==> src/rtl/fetch_stage.sv <==
// ---------------------------------------------------------------------------
// fetch_stage
//
// PC register and IF/ID pipeline register for the 8-bit-address MIPS-subset
// core. The PC drives the instruction memory directly. The word that memory
// returns combinationally is captured into the IF/ID register on the same
// edge. Decode consumes the word over a valid/ready handshake. Execute can
// redirect the PC, which flushes the word currently held.
//
// Ports:
//   clk             rising-edge clock
//   rst_n           synchronous reset, active-low
//   enable          1 = fetch may advance, 0 = PC frozen and no new capture
//   imem_addr       instruction-memory address (always the PC register)
//   imem_rdata      combinational read data from instruction memory
//   redirect_valid  branch/jump taken this cycle
//   redirect_target new PC when redirect_valid = 1
//   instr_valid     IF/ID register holds a live instruction
//   instr_ready     decode accepts the instruction this cycle
//   instr           registered instruction word
//   instr_pc        address the instruction was fetched from
//   instr_pc_plus1  instr_pc + 1, wrapping
//   fetch_count     completed handshakes, saturating at all-ones
// ---------------------------------------------------------------------------
module fetch_stage #(
    parameter int unsigned         ADDR_W   = 8,
    parameter int unsigned         INSTR_W  = 32,
    parameter logic [ADDR_W-1:0]   RESET_PC = '0,
    parameter int unsigned         CNT_W    = 16
) (
    input  logic               clk,
    input  logic               rst_n,
    input  logic               enable,
    output logic [ADDR_W-1:0]  imem_addr,
    input  logic [INSTR_W-1:0] imem_rdata,
    input  logic               redirect_valid,
    input  logic [ADDR_W-1:0]  redirect_target,
    output logic               instr_valid,
    input  logic               instr_ready,
    output logic [INSTR_W-1:0] instr,
    output logic [ADDR_W-1:0]  instr_pc,
    output logic [ADDR_W-1:0]  instr_pc_plus1,
    output logic [CNT_W-1:0]   fetch_count
);

    // State registers and their next-state values.
    logic [ADDR_W-1:0]  pc_q,       pc_d;
    logic               valid_q,    valid_d;
    logic [INSTR_W-1:0] instr_q,    instr_d;
    logic [ADDR_W-1:0]  instr_pc_q, instr_pc_d;
    logic [CNT_W-1:0]   count_q,    count_d;

    logic load;
    logic handshake;

    // A new word may be captured when fetch is enabled and the IF/ID slot is
    // either empty or being drained by decode this cycle.
    assign load      = enable & (~valid_q | instr_ready);
    assign handshake = valid_q & instr_ready;

    always_comb begin
        pc_d       = pc_q;
        valid_d    = valid_q;
        instr_d    = instr_q;
        instr_pc_d = instr_pc_q;

        if (redirect_valid) begin
            // Flush: the held word (if any) is on the wrong path. instr and
            // instr_pc keep their old contents; only the valid bit drops.
            pc_d    = redirect_target;
            valid_d = 1'b0;
        end else if (load) begin
            instr_d    = imem_rdata;
            instr_pc_d = pc_q;
            valid_d    = 1'b1;
            pc_d       = pc_q + ADDR_W'(1);
        end else if (handshake) begin
            // Fetch is frozen but decode took the word, so the slot empties.
            valid_d = 1'b0;
        end
    end

    // The counter follows the handshake alone, so a word consumed in the
    // same cycle as a redirect is still counted.
    always_comb begin
        count_d = count_q;
        if (handshake && (count_q != {CNT_W{1'b1}})) begin
            count_d = count_q + CNT_W'(1);
        end
    end

    always_ff @(posedge clk) begin
        if (!rst_n) begin
            pc_q       <= RESET_PC;
            valid_q    <= 1'b0;
            instr_q    <= '0;
            instr_pc_q <= '0;
            count_q    <= '0;
        end else begin
            pc_q       <= pc_d;
            valid_q    <= valid_d;
            instr_q    <= instr_d;
            instr_pc_q <= instr_pc_d;
            count_q    <= count_d;
        end
    end

    assign imem_addr      = pc_q;
    assign instr_valid    = valid_q;
    assign instr          = instr_q;
    assign instr_pc       = instr_pc_q;
    assign instr_pc_plus1 = instr_pc_q + ADDR_W'(1);
    assign fetch_count    = count_q;

endmodule

==> config.mk <==
export PLATFORM = sky130hd
export DESIGN_NAME = fetch_stage
export DESIGN_NICKNAME = d
export VERILOG_FILES = /design/src/rtl/fetch_stage.sv
export SDC_FILE = /design/constraint.sdc
export NUM_CORES = 1
export LEC_CHECK = 0
export CORE_UTILIZATION = 45
export DETAILED_ROUTE_END_ITERATION = 10
export PLACE_DENSITY = 0.91
export SLEW_MARGIN = 25
export SYNTH_ARGS = -nofsm -noshare
export SYNTH_HDL_FRONTEND = slang
export SYNTH_SLANG_ARGS = --single-unit
==> constraint.sdc <==
create_clock -name clk -period 3.2 [get_ports clk]
set_input_delay 0.48 -clock clk [delete_from_list [all_inputs] [get_ports clk]]
set_output_delay 0.48 -clock clk [all_outputs]
set_load 0.005 [all_outputs]
==> out/metrics.sh, run 1 <==
POST_CTS_BUFFERS=0
FINISH.NET_COUNT=502
ROUTEDWLPERCELL_UM=14.2
PORT_BUFFERS=117
SYNTH.AREA.TOP_CELLS='dfxtp_1 48%, nand2_1 12%, a21oi_1 9.7%, clkbuf_1 2.3%, xor2_1 2.2%'
LARGEST_NET_DEGREE_AT_THE_START_OF_GLOBAL_ROUTING=56
FLOORPLAN.IO_PINS=118
CLOCK_TREE_FROM_TRITONCTS='done'
VIA_COUNT_OF_THE_FIRST_GLOBAL_ROUTING_PASS=2584
CP.BUFFERS_INVERTERS=1
SYNTHESIZED_AREA_DIVIDED_BY_SYNTHESIZED_CELL_COUNT_UM2=8.02
LAYOUT.FILLER_CELLS=486
CTS.PATH.MAX_BUFFERS=2
CP-START-KIND='register'
CRIT_FAMILY='buffers and inverters'
CRITICALPATHCATEGORY='reg -> out'
RUN_STATUS='finished clean'
MAX_STAGE_DELAY_NS=0.51
AREA.GROWTH.SYNTH_TO_FINAL_PCT=52.7
FIN_SKEW_NS=0.00940
MAXCAPVIOLCOUNT=0
DIEAREA_UM2=6400
CORE_AREA_UM2=5890
GRT_OVERFLOW_TOTAL=0
HOLD_VIOL_FINAL=0
SYNTH_TOP_AREA_SHARE_PCT=47.6
GRT_UTIL_ALL_LAYERS_PCT=24.2
CTS-BUFFERS-INSERTED=9
SYNTH_CELLS=341
CRITICAL_PATH_AT_NS=1.92
CLOCK-ROOT-BUFFER='clkbuf_8'
SYNTH_ENABLE_FLOP_CELLS=0
FINAL_LAYOUT_SIZE_SUFFIX_GT1_SHARE_PCT=4.58
PLACE.GP.CONGESTION=0.932
ANTENNA_FOUND_INITIAL=0
TIMING.CRITICAL_PATH.CELLS='ha_1 -> and3_1 -> nand3_1 -> xnor2_1 -> clkdlybuf4s50_1'
REGISTER_BIT_COUNT_REPORTED_BY_YOSYS=65
SYNTH-WARNING-COUNT=0
POST_SYNTH_MOST_FREQUENT_CELLS='91 x nand2_1, 65 x dfxtp_1, 53 x a21oi_1'
ROWS=28
DRTANTENNAVIOLNETS=0
DP_HPWL_UM=5400
SYNTH_MOST_COMMON_CELL='nand2_1'
HOLD_CLASS='reg -> reg'
SYNTH_ASYNC_SR_FLOP_SHARE_PCT=0
IRDROPWORSTVDD_uV=250
ROUTE.VIAS.TOTAL=2888
SYNTH_LARGEST_AREA_CELL='dfxtp_1'
WORSTMARGINPINSLEW_NS=0.918
CP_MAX_FO=6
TOTAL_POWER_mW=1.84
DIE_W_UM=80.0
DRT_PASS1_ITERATIONS=4
POST_CTS_HOLD_BUFFER_COUNT=0
CLOCK_SINKS=65
POST_SYNTH_INSTANCE_AREA_UM2=2740
SYNTHESIS.NETS=389
DIE_H_UM=80.0
FINALCOREUTILIZATION_PCT=71.0
HTREEDEPTH=3
CTSRESIZECOUNT=0
WORSTPATHREQUIRED_NS=2.72
POWER.DENSITY_nW_PER_UM2=441
INITIALDRTVIOLATIONCOUNT=174
VIAS_PER_CELL=5.41
FINAL_MIN_PERIOD_OVER_CLOCK_PERIOD_PCT=75.1
SETUP_REPAIR_AFTER_GLOBAL_ROUTING_MISSED_ITS_MARGIN='false'
SYNTH.YOSYS.SEQ_AREA_SHARE_PCT=47.6
START_UTIL_PCT=46.5
SYNTH_FF_TYPE='dfxtp_1'
POST-ROUTE-DRC-COUNT=0
YOSYS.CELL_TYPES.COUNT=36
WORSTSKEWPAIRLATENCY_NS=0.32
MAX_CLOCK_FREQ_GHz=0.416
POWER_LEAKAGE_nW=1.47
SETUP_TNS_NS=0
ANTENNA-DIODE-COUNT=0
CLK_PIN_SLEW_WORST_PATHS_NS=0.07
KIND_OF_END_POINT_OF_THE_CRITICAL_PATH='primary output'
FINAL_MIN_PERIOD_NS=2.40
WIRELENGTH_ROUTED_UM=7590
SLEW_HEADROOM_PCT=38.7
SETUP_VIOL_COUNT_FINAL=0
CRITICAL-PATH-SLOWEST-CELL='clkdlybuf4s50_1'
DRV_SLEW=0
DPL_WORST_SLACK_NS=0.759
GRT_FIRST_PASS_WIRELENGTH_UM=12000
TIMING.FINAL.WS_SETUP_NS=0.796
FINAL.HOLD.WORST_SLACK_NS=0.454
==> placed cells by master, fill, tap and decap left out, types with 2 or more instances in the layout <==
cell type / count
nand2_1: 91
and3_1: 6
inv_1: 7
nand3_1: 10
buf_4: 4
o41ai_1: 3
o21ai_0: 10
a211oi_1: 3
clkinv_2: 2
nand2b_1: 2
xnor2_1: 5
nand4_1: 9
nor3_1: 4
and2_1: 4
o31ai_1: 4
a41oi_1: 2
ha_1: 3
and4_1: 5
clkbuf_8: 10
xor2_1: 7
or3_1: 2
clkdlybuf4s50_1: 117
mux2i_1: 2
o311ai_0: 3
nor2_1: 6
a311oi_1: 2
bufinv_16: 2
a21oi_1: 53
dfxtp_1: 65
or4_1: 4
nor4_1: 3
==> report_power, final <==
group	switching (mW)	leakage (nW)	internal (mW)
sequential	0.0268	0.530	0.840
clock	0.302	0.113	0.459
combinational	0.0870	0.831	0.130
==> registers in the layout (all words and copies together), names as in the netlist <==
register	flops
fetch_count	16
imem_addr	8
instr	32
instr_pc	8
instr_valid	1
==> tightest hold or removal path: cells and delay by family (launching register included) <==
family	cells	cell delay [ns]
DFF	1	0.31
and+or+nand+nor	1	0.05
AOI/OAI and AO/OA	1	0.05
==> stage by stage <==
stage | cells | area (µm²)
after global placement | 518 | 3960
after CTS | 534 | 4180
final | 534 | 4180
after detailed placement | 518 | 3960
after global routing | 534 | 4180
after floorplan | 341 | 2740
==> cells by family (layout without fill, tap and decap cells) <==
logic type,count (synthesis),in the layout,synth area share (%)
AO/OA/AOI/OAI,83,83,17.4
buffers and inverters,28,146,3.89
multiplexers,2,2,0.732
AND/OR/NAND/NOR,148,148,25.2
adder cells (fa/ha/maj),3,3,1.37
flip-flops,65,65,47.6
XOR/XNOR,12,12,3.84
==> path summary, 6_finish.rpt <==
path | cells after the start | start | to | slack, ns
max | 5 | instr_pc[0]$_SDFFE_PN0P_ | instr_pc_plus1[6] | 0.80
min | 2 | instr[0]$_SDFFE_PN0P_ | instr[0]$_SDFFE_PN0P_ | 0.45
max reg2reg | 4 | fetch_count[6]$_SDFFE_PN0P_ | fetch_count[15]$_SDFFE_PN0P_ | 1.37
min reg2reg | 2 | instr[0]$_SDFFE_PN0P_ | instr[0]$_SDFFE_PN0P_ | 0.45
==> area by class of cell <==
| class | count | area [µm²] | share of cell area [%] |
|---|---|---|---|
| clock buffer | 11 | 141 | 3.38 |
| timing repair buffer | 121 | 1200 | 28.7 |
| tap | 75 | 93.8 | 2.25 |
| multi-input combinational | 248 | 1330 | 31.8 |
| clock inverter | 5 | 78.8 | 1.89 |
| inverter | 9 | 33.8 | 0.808 |
| sequential | 65 | 1300 | 31.1 |
==> metal layers <==
metal	part of all wire [%]	vias to the layer above	routed length, µm	track usage [%]
li1	-	1422	-	-
met1	41	1346	3080	28.2
met2	51	108	3850	42.9
met3	7.0	12	534	5.83
met4	1.6	0	123	8.75
met5	0	-	0	0
(Power assumes the default switching activity.)
==> inputs of run 2 (changes only) <==
Settings changed: CORE_UTILIZATION 45 to 38, PLACE_DENSITY 0.91 to 0.82.
Clock period 3.2 ns to 2.09 ns, I/O delays scaled along.
==> out/metrics.sh, run 2 (synthesis results as in run 1) <==
FINAL_MIN_PERIOD_NS=1.95
WORSTPATHREQUIRED_NS=1.78
DRV_SLEW=0
CRITICAL_PATH_AT_NS=1.64
DIE_W_UM=86.9
R2R-END='fetch_count[15]$_SDFFE_PN0P_'
SLEW_HEADROOM_PCT=58.3
FINAL_MIN_PERIOD_OVER_CLOCK_PERIOD_PCT=93.4
HOLD_VIOL_FINAL=0
CP-START-KIND='register'
VIA_COUNT_OF_THE_FIRST_GLOBAL_ROUTING_PASS=2696
MOST-COMMON-LAYOUT-CELLS='114 x clkdlybuf4s50_1, 91 x nand2_1, 61 x dfxtp_1'
SETUP_VIOL_COUNT_FINAL=0
START_UTIL_PCT=39.8
CRITICAL_PATH_CELL_COUNT=4
FINALNONFILLERCELLS=560
HTREEDEPTH=3
VIAS_PER_CELL=5.13
WORST_SETUP_PATH_STARTPOINT='instr_pc[2]$_SDFFE_PN0P_'
ROUTE.VIAS.TOTAL=2873
TOP_SIGNAL_LAYER_USED='met4'
CORE_AREA_UM2=6870
GRT_FIRST_PASS_WIRELENGTH_UM=12100
LARGEST_NET_DEGREE_AT_THE_START_OF_GLOBAL_ROUTING=41
MAX_CLOCK_FREQ_GHz=0.512
SETUP_TNS_NS=0
POWER.DENSITY_nW_PER_UM2=612
WL_MET3_UM=469
AREA.GROWTH.SYNTH_TO_FINAL_PCT=54.5
GRT_UTIL_ALL_LAYERS_PCT=20.2
CRITICAL-PATH-SLOWEST-CELL='clkdlybuf4s50_1'
WORSTSKEWPAIRLATENCY_NS=0.33
KIND_OF_END_POINT_OF_THE_CRITICAL_PATH='primary output'
CTS-BUFFERS-INSERTED=9
CLOCK_TREE_FROM_TRITONCTS='done'
FINAL_LAYOUT_SIZE_SUFFIX_GT1_SHARE_PCT=6.68
DP_HPWL_UM=5320
CP_MAX_FO=6
CP.BUFFERS_INVERTERS=1
HOLD_CLASS='reg -> reg'
CRITICALPATHCATEGORY='reg -> out'
FLOORPLAN.IO_PINS=118
POWER_LEAKAGE_nW=1.50
TIMING.CRITICAL_PATH.CELLS='and4_1 -> nand2_1 -> xnor2_1 -> clkdlybuf4s50_1'
ROUTEDWLPERCELL_UM=13.5
PLACEMENT.CELL_AREA_UM2=4050
NUMBER_OF_FLIP_FLOPS_UNDER_THE_LARGEST_REGISTER_NAME=32
GRT_OVERFLOW_TOTAL=0
MOSTFREQUENTLAYOUTCELL='clkdlybuf4s50_1'
WORSTMARGINPINSLEW_NS=0.621
POST-ROUTE-DRC-COUNT=0
RR_STARTPOINT='fetch_count[5]$_SDFFE_PN0P_'
FIN_SKEW_NS=0.00808
MAXCAPVIOLCOUNT=0
ANTENNA-DIODE-COUNT=0
LAYOUT.FILLER_CELLS=613
DRTANTENNAVIOLNETS=0
TOTAL_POWER_mW=2.59
WIRELENGTH_ROUTED_UM=7540
ANTENNA_FOUND_INITIAL=0
RUN_STATUS='finished clean'
DIE_H_UM=86.9
DRT_PASS1_ITERATIONS=4
DIEAREA_UM2=7540
ROWS=30
PORT_BUFFERS=117
PLACE.GP.CONGESTION=0.926
PLACEDCELLCOUNT=544
CLK_PIN_SLEW_WORST_PATHS_NS=0.07
TIMING.CRITICAL_PATH.TO='instr_pc_plus1[5]'
CLOCK-ROOT-BUFFER='clkbuf_8'
SETUP_REPAIR_AFTER_GLOBAL_ROUTING_MISSED_ITS_MARGIN='false'
FINISH.NET_COUNT=507
MET2ROUTEDLENGTH_UM=3580
INITIALDRTVIOLATIONCOUNT=106
RRSETUPSLACK_NS=0.31
MET1_LENGTH_UM=3400
FINAL.HOLD.WORST_SLACK_NS=0.455
AREA_OF_ALL_PLACED_CELLS_WITHOUT_FILLERS_UM2=4230
CRIT_FAMILY='buffers and inverters'
CTS.PATH.MAX_BUFFERS=2
IRDROPWORSTVDD_uV=262
CLOCK_SINKS=65
WORST_R2R_PATH_DEPTH=4
MAX_STAGE_DELAY_NS=0.52
-- run 2: cell types whose count changed in the layout (fill, tap and decap cells not counted), sizes merged --
cell,delta
dlymetal6s2s,+1
clkinvlp,+3
clkdlybuf4s50,-3
buf,+5
inv,+1
clkbuf,-2
bufinv,-2
dlygate4sd2,+2
-- run 2: worst min-delay path by stage --
stage	start	endpoint	slack [ns]	cells after the start
final	instr[7]$_SDFFE_PN0P_	instr[7]$_SDFFE_PN0P_	0.46	2
after floorplan	redirect_valid	instr_valid$_SDFFE_PP0P_	0.39	1
after detailed placement	instr[15]$_SDFFE_PN0P_	instr[15]$_SDFFE_PN0P_	0.45	2
after CTS	instr[15]$_SDFFE_PN0P_	instr[15]$_SDFFE_PN0P_	0.46	2
after global placement	instr[15]$_SDFFE_PN0P_	instr[15]$_SDFFE_PN0P_	0.44	2
after global routing	instr[28]$_SDFFE_PN0P_	instr[28]$_SDFFE_PN0P_	0.48	2
-- run 2: report_power, final --
part	leakage (nW)	total, mW	internal (mW)	switching (mW)
clock network	0.0814	0.924	0.427	0.497
logic	0.890	0.340	0.207	0.133
registers	0.533	1.32	1.28	0.0403
total	1.50	2.59	1.92	0.671
-- run 2: layout make-up --
cell class	instances	area [µm²]	area share, %
Sequential cell	65	1310	31.0
Multi-Input combinational cell	248	1330	31.4
Clock buffer	9	124	2.93
Timing Repair Buffer	126	1260	29.9
Clock inverter	7	46.3	1.09
Inverter	9	33.8	0.799
Tap cell	96	120	2.84
-- run 2: worst register-to-register path: cells and delay by family (launching register included) --
family | cells | cell delay (ns)
simple gates | 3 | 1.12
flops | 1 | 0.46
compound gates | 1 | 0.14
-- run 2: routing by layer --
metal	vias up	GRT usage (%)
li1	1430	-
met1	1332	24.7
met2	101	34.4
met3	10	4.55
met4	0	8.33
met5	-	0
-- run 2: through the flow --
step           utilization (%)  setup WS, ns
6_report                  61.5         0.138
5_1_grt                   61.5        0.0542
4_1_cts                   61.5       0.00168
3_5_place_dp              58.9        0.0969
3_3_place_gp              58.9         0.135
2_1_floorplan                -         0.457
-- run 2: timing repair --
item                                    in CTS  in global routing
pin swaps                                    0                  1
resized for setup                            6                  3
hold buffers                                 0                  0
setup buffers                                0                  0
endpoints found under the setup margin       3                  2
==> inputs of run 3 (changes only) <==
Settings changed: PLACE_DENSITY 0.82 to 0.76.
==> out/metrics.sh, run 3 (synthesis results as in run 1) <==
RUN_STATUS='finished clean'
TIMING.FINAL.WS_SETUP_NS=0.142
GRT_OVERFLOW_TOTAL=0
ANTENNA-DIODE-COUNT=0
HOLD_VIOL_FINAL=0
SETUP_TNS_NS=0
SLEW_HEADROOM_PCT=57.9
SETUP_REPAIR_AFTER_GLOBAL_ROUTING_MISSED_ITS_MARGIN='false'
ROWS=30
KIND_OF_END_POINT_OF_THE_CRITICAL_PATH='primary output'
WL_MET3_UM=411
MOSTFREQUENTLAYOUTCELL='clkdlybuf4s50_1'
PORT_BUFFERS=117
DP_HPWL_UM=5180
START_UTIL_PCT=39.8
TIMING.CRITICAL_PATH.CELLS='and4_1 -> nand2_1 -> xnor2_1 -> clkdlybuf4s50_1'
DIEAREA_UM2=7540
HOLD_CLASS='reg -> reg'
WORSTSKEWPAIRLATENCY_NS=0.33
FINISH.NET_COUNT=507
VIA_COUNT_OF_THE_FIRST_GLOBAL_ROUTING_PASS=2529
CLOCK_SINKS=65
PLACEDCELLCOUNT=543
ROUTEDWLPERCELL_UM=13.0
GRT_FIRST_PASS_WIRELENGTH_UM=11600
ANTENNA_FOUND_INITIAL=0
HOLD-PATH-CELL-COUNT=2
RR_STARTPOINT='fetch_count[5]$_SDFFE_PN0P_'
MAX_STAGE_DELAY_NS=0.52
POST_CTS_HOLD_BUFFER_COUNT=0
FIN_SKEW_NS=0.00985
VIAS_PER_CELL=5.07
FINALNONFILLERCELLS=560
AREA_OF_ALL_PLACED_CELLS_WITHOUT_FILLERS_UM2=4260
CRITICAL-PATH-SLOWEST-CELL='clkdlybuf4s50_1'
CLK_PIN_SLEW_WORST_PATHS_NS=0.07
HTREEDEPTH=3
FINAL_MIN_PERIOD_OVER_CLOCK_PERIOD_PCT=93.2
ROUTE.VIAS.TOTAL=2841
MAX_CLOCK_FREQ_GHz=0.513
LAYOUT.FILLER_CELLS=622
DRTANTENNAVIOLNETS=0
NUMBER_OF_FLIP_FLOPS_UNDER_THE_LARGEST_REGISTER_NAME=32
CLOCK-ROOT-BUFFER='clkbuf_8'
PLACEMENT.CELL_AREA_UM2=4040
GRT_UTIL_ALL_LAYERS_PCT=19.6
CTS-BUFFERS-INSERTED=9
TOP_SIGNAL_LAYER_USED='met4'
DRV_SLEW=0
CLOCK_TREE_FROM_TRITONCTS='done'
MOST-COMMON-LAYOUT-CELLS='114 x clkdlybuf4s50_1, 91 x nand2_1, 61 x dfxtp_1'
CORE_AREA_UM2=6870
POWER.DENSITY_nW_PER_UM2=630
WORSTMARGINPINSLEW_NS=0.626
CTS.PATH.MAX_BUFFERS=2
FINAL_MIN_PERIOD_NS=1.95
CRITICALPATHCATEGORY='reg -> out'
WORSTPATHREQUIRED_NS=1.78
MET1_LENGTH_UM=3200
PLACE.GP.CONGESTION=0.885
MAXCAPVIOLCOUNT=0
CP_MAX_FO=5
WORST_SETUP_PATH_STARTPOINT='instr_pc[3]$_SDFFE_PN0P_'
POST-ROUTE-DRC-COUNT=0
FINAL.HOLD.WORST_SLACK_NS=0.453
FINAL_LAYOUT_SIZE_SUFFIX_GT1_SHARE_PCT=6.47
AREA.GROWTH.SYNTH_TO_FINAL_PCT=55.8
IRDROPWORSTVDD_uV=340
CRITICAL_PATH_AT_NS=1.63
DIE_H_UM=86.9
POWER_LEAKAGE_nW=1.53
DIE_W_UM=86.9
MET2ROUTEDLENGTH_UM=3590
CP-START-KIND='register'
LARGEST_NET_DEGREE_AT_THE_START_OF_GLOBAL_ROUTING=41
FLOORPLAN.IO_PINS=118
HOLDCRITSTARTPOINT='instr[8]$_SDFFE_PN0P_'
WIRELENGTH_ROUTED_UM=7270
SETUP_VIOL_COUNT_FINAL=0
DPL_WORST_SLACK_NS=0.101
INITIALDRTVIOLATIONCOUNT=117
WORST_R2R_PATH_DEPTH=4
DRT_PASS1_ITERATIONS=4
## run 3: cell types whose count changed in the layout (fill, tap and decap cells not counted), sizes merged
| cell | change |
|---|---|
| clkinvlp | -3 |
| dlygate4sd2 | -1 |
| inv | -1 |
| bufinv | +1 |
| dlymetal6s2s | +1 |
| clkbuf | +4 |
| clkinv | -1 |
## run 3: worst paths after layout
check,end,slack [ns]
worst min-delay path,instr[8]$_SDFFE_PN0P_,0.45
worst max register to register,fetch_count[15]$_SDFFE_PN0P_,0.34
worst min register to register,instr[8]$_SDFFE_PN0P_,0.45
worst max-delay path,instr_pc_plus1[5],0.14
## run 3: cell type report
cell class	instances	area, µm²	share of cell area (%)
Sequential cell	65	1320	30.9
Timing Repair Buffer	126	1270	29.7
Multi-Input combinational cell	248	1340	31.3
Tap cell	96	120	2.82
Clock buffer	13	149	3.49
Clock inverter	3	40.0	0.939
Inverter	9	33.8	0.792
## run 3: critical path: cells and delay by family, from the launching register on
kind	cells	cell delay (ns)
buf+inv	1	0.52
simple gates	2	0.28
flops	1	0.37
xor+xnor	1	0.13
## run 3: what timing repair did
item / 4_1_cts / 5_1_grt
endpoints found under the setup margin: 3 / 2
gates resized for setup: 9 / 4
setup buffers: 1 / 0
pin swaps: 0 / 1
## run 3: power breakdown
group	leakage (nW)	internal [mW]	switching, mW
registers	0.533	1.28	0.0379
logic	0.899	0.208	0.131
clock network	0.0974	0.581	0.444
## run 3: per-layer routing
layer / vias up / global-route usage (%)
li1: 1430 / -
met1: 1318 / 22.6
met2: 87 / 34.7
met3: 6 / 4.93
met4: 0 / 7.42
met5: - / 0
## run 3: metrics by stage
stage | util, % | power (mW)
3_5_place_dp | 58.8 | 1.69
6_report | 62.1 | 2.68
5_1_grt | 62.1 | 2.80
4_1_cts | 61.9 | 2.72
2_1_floorplan | - | 1.46
3_3_place_gp | 58.8 | 1.69
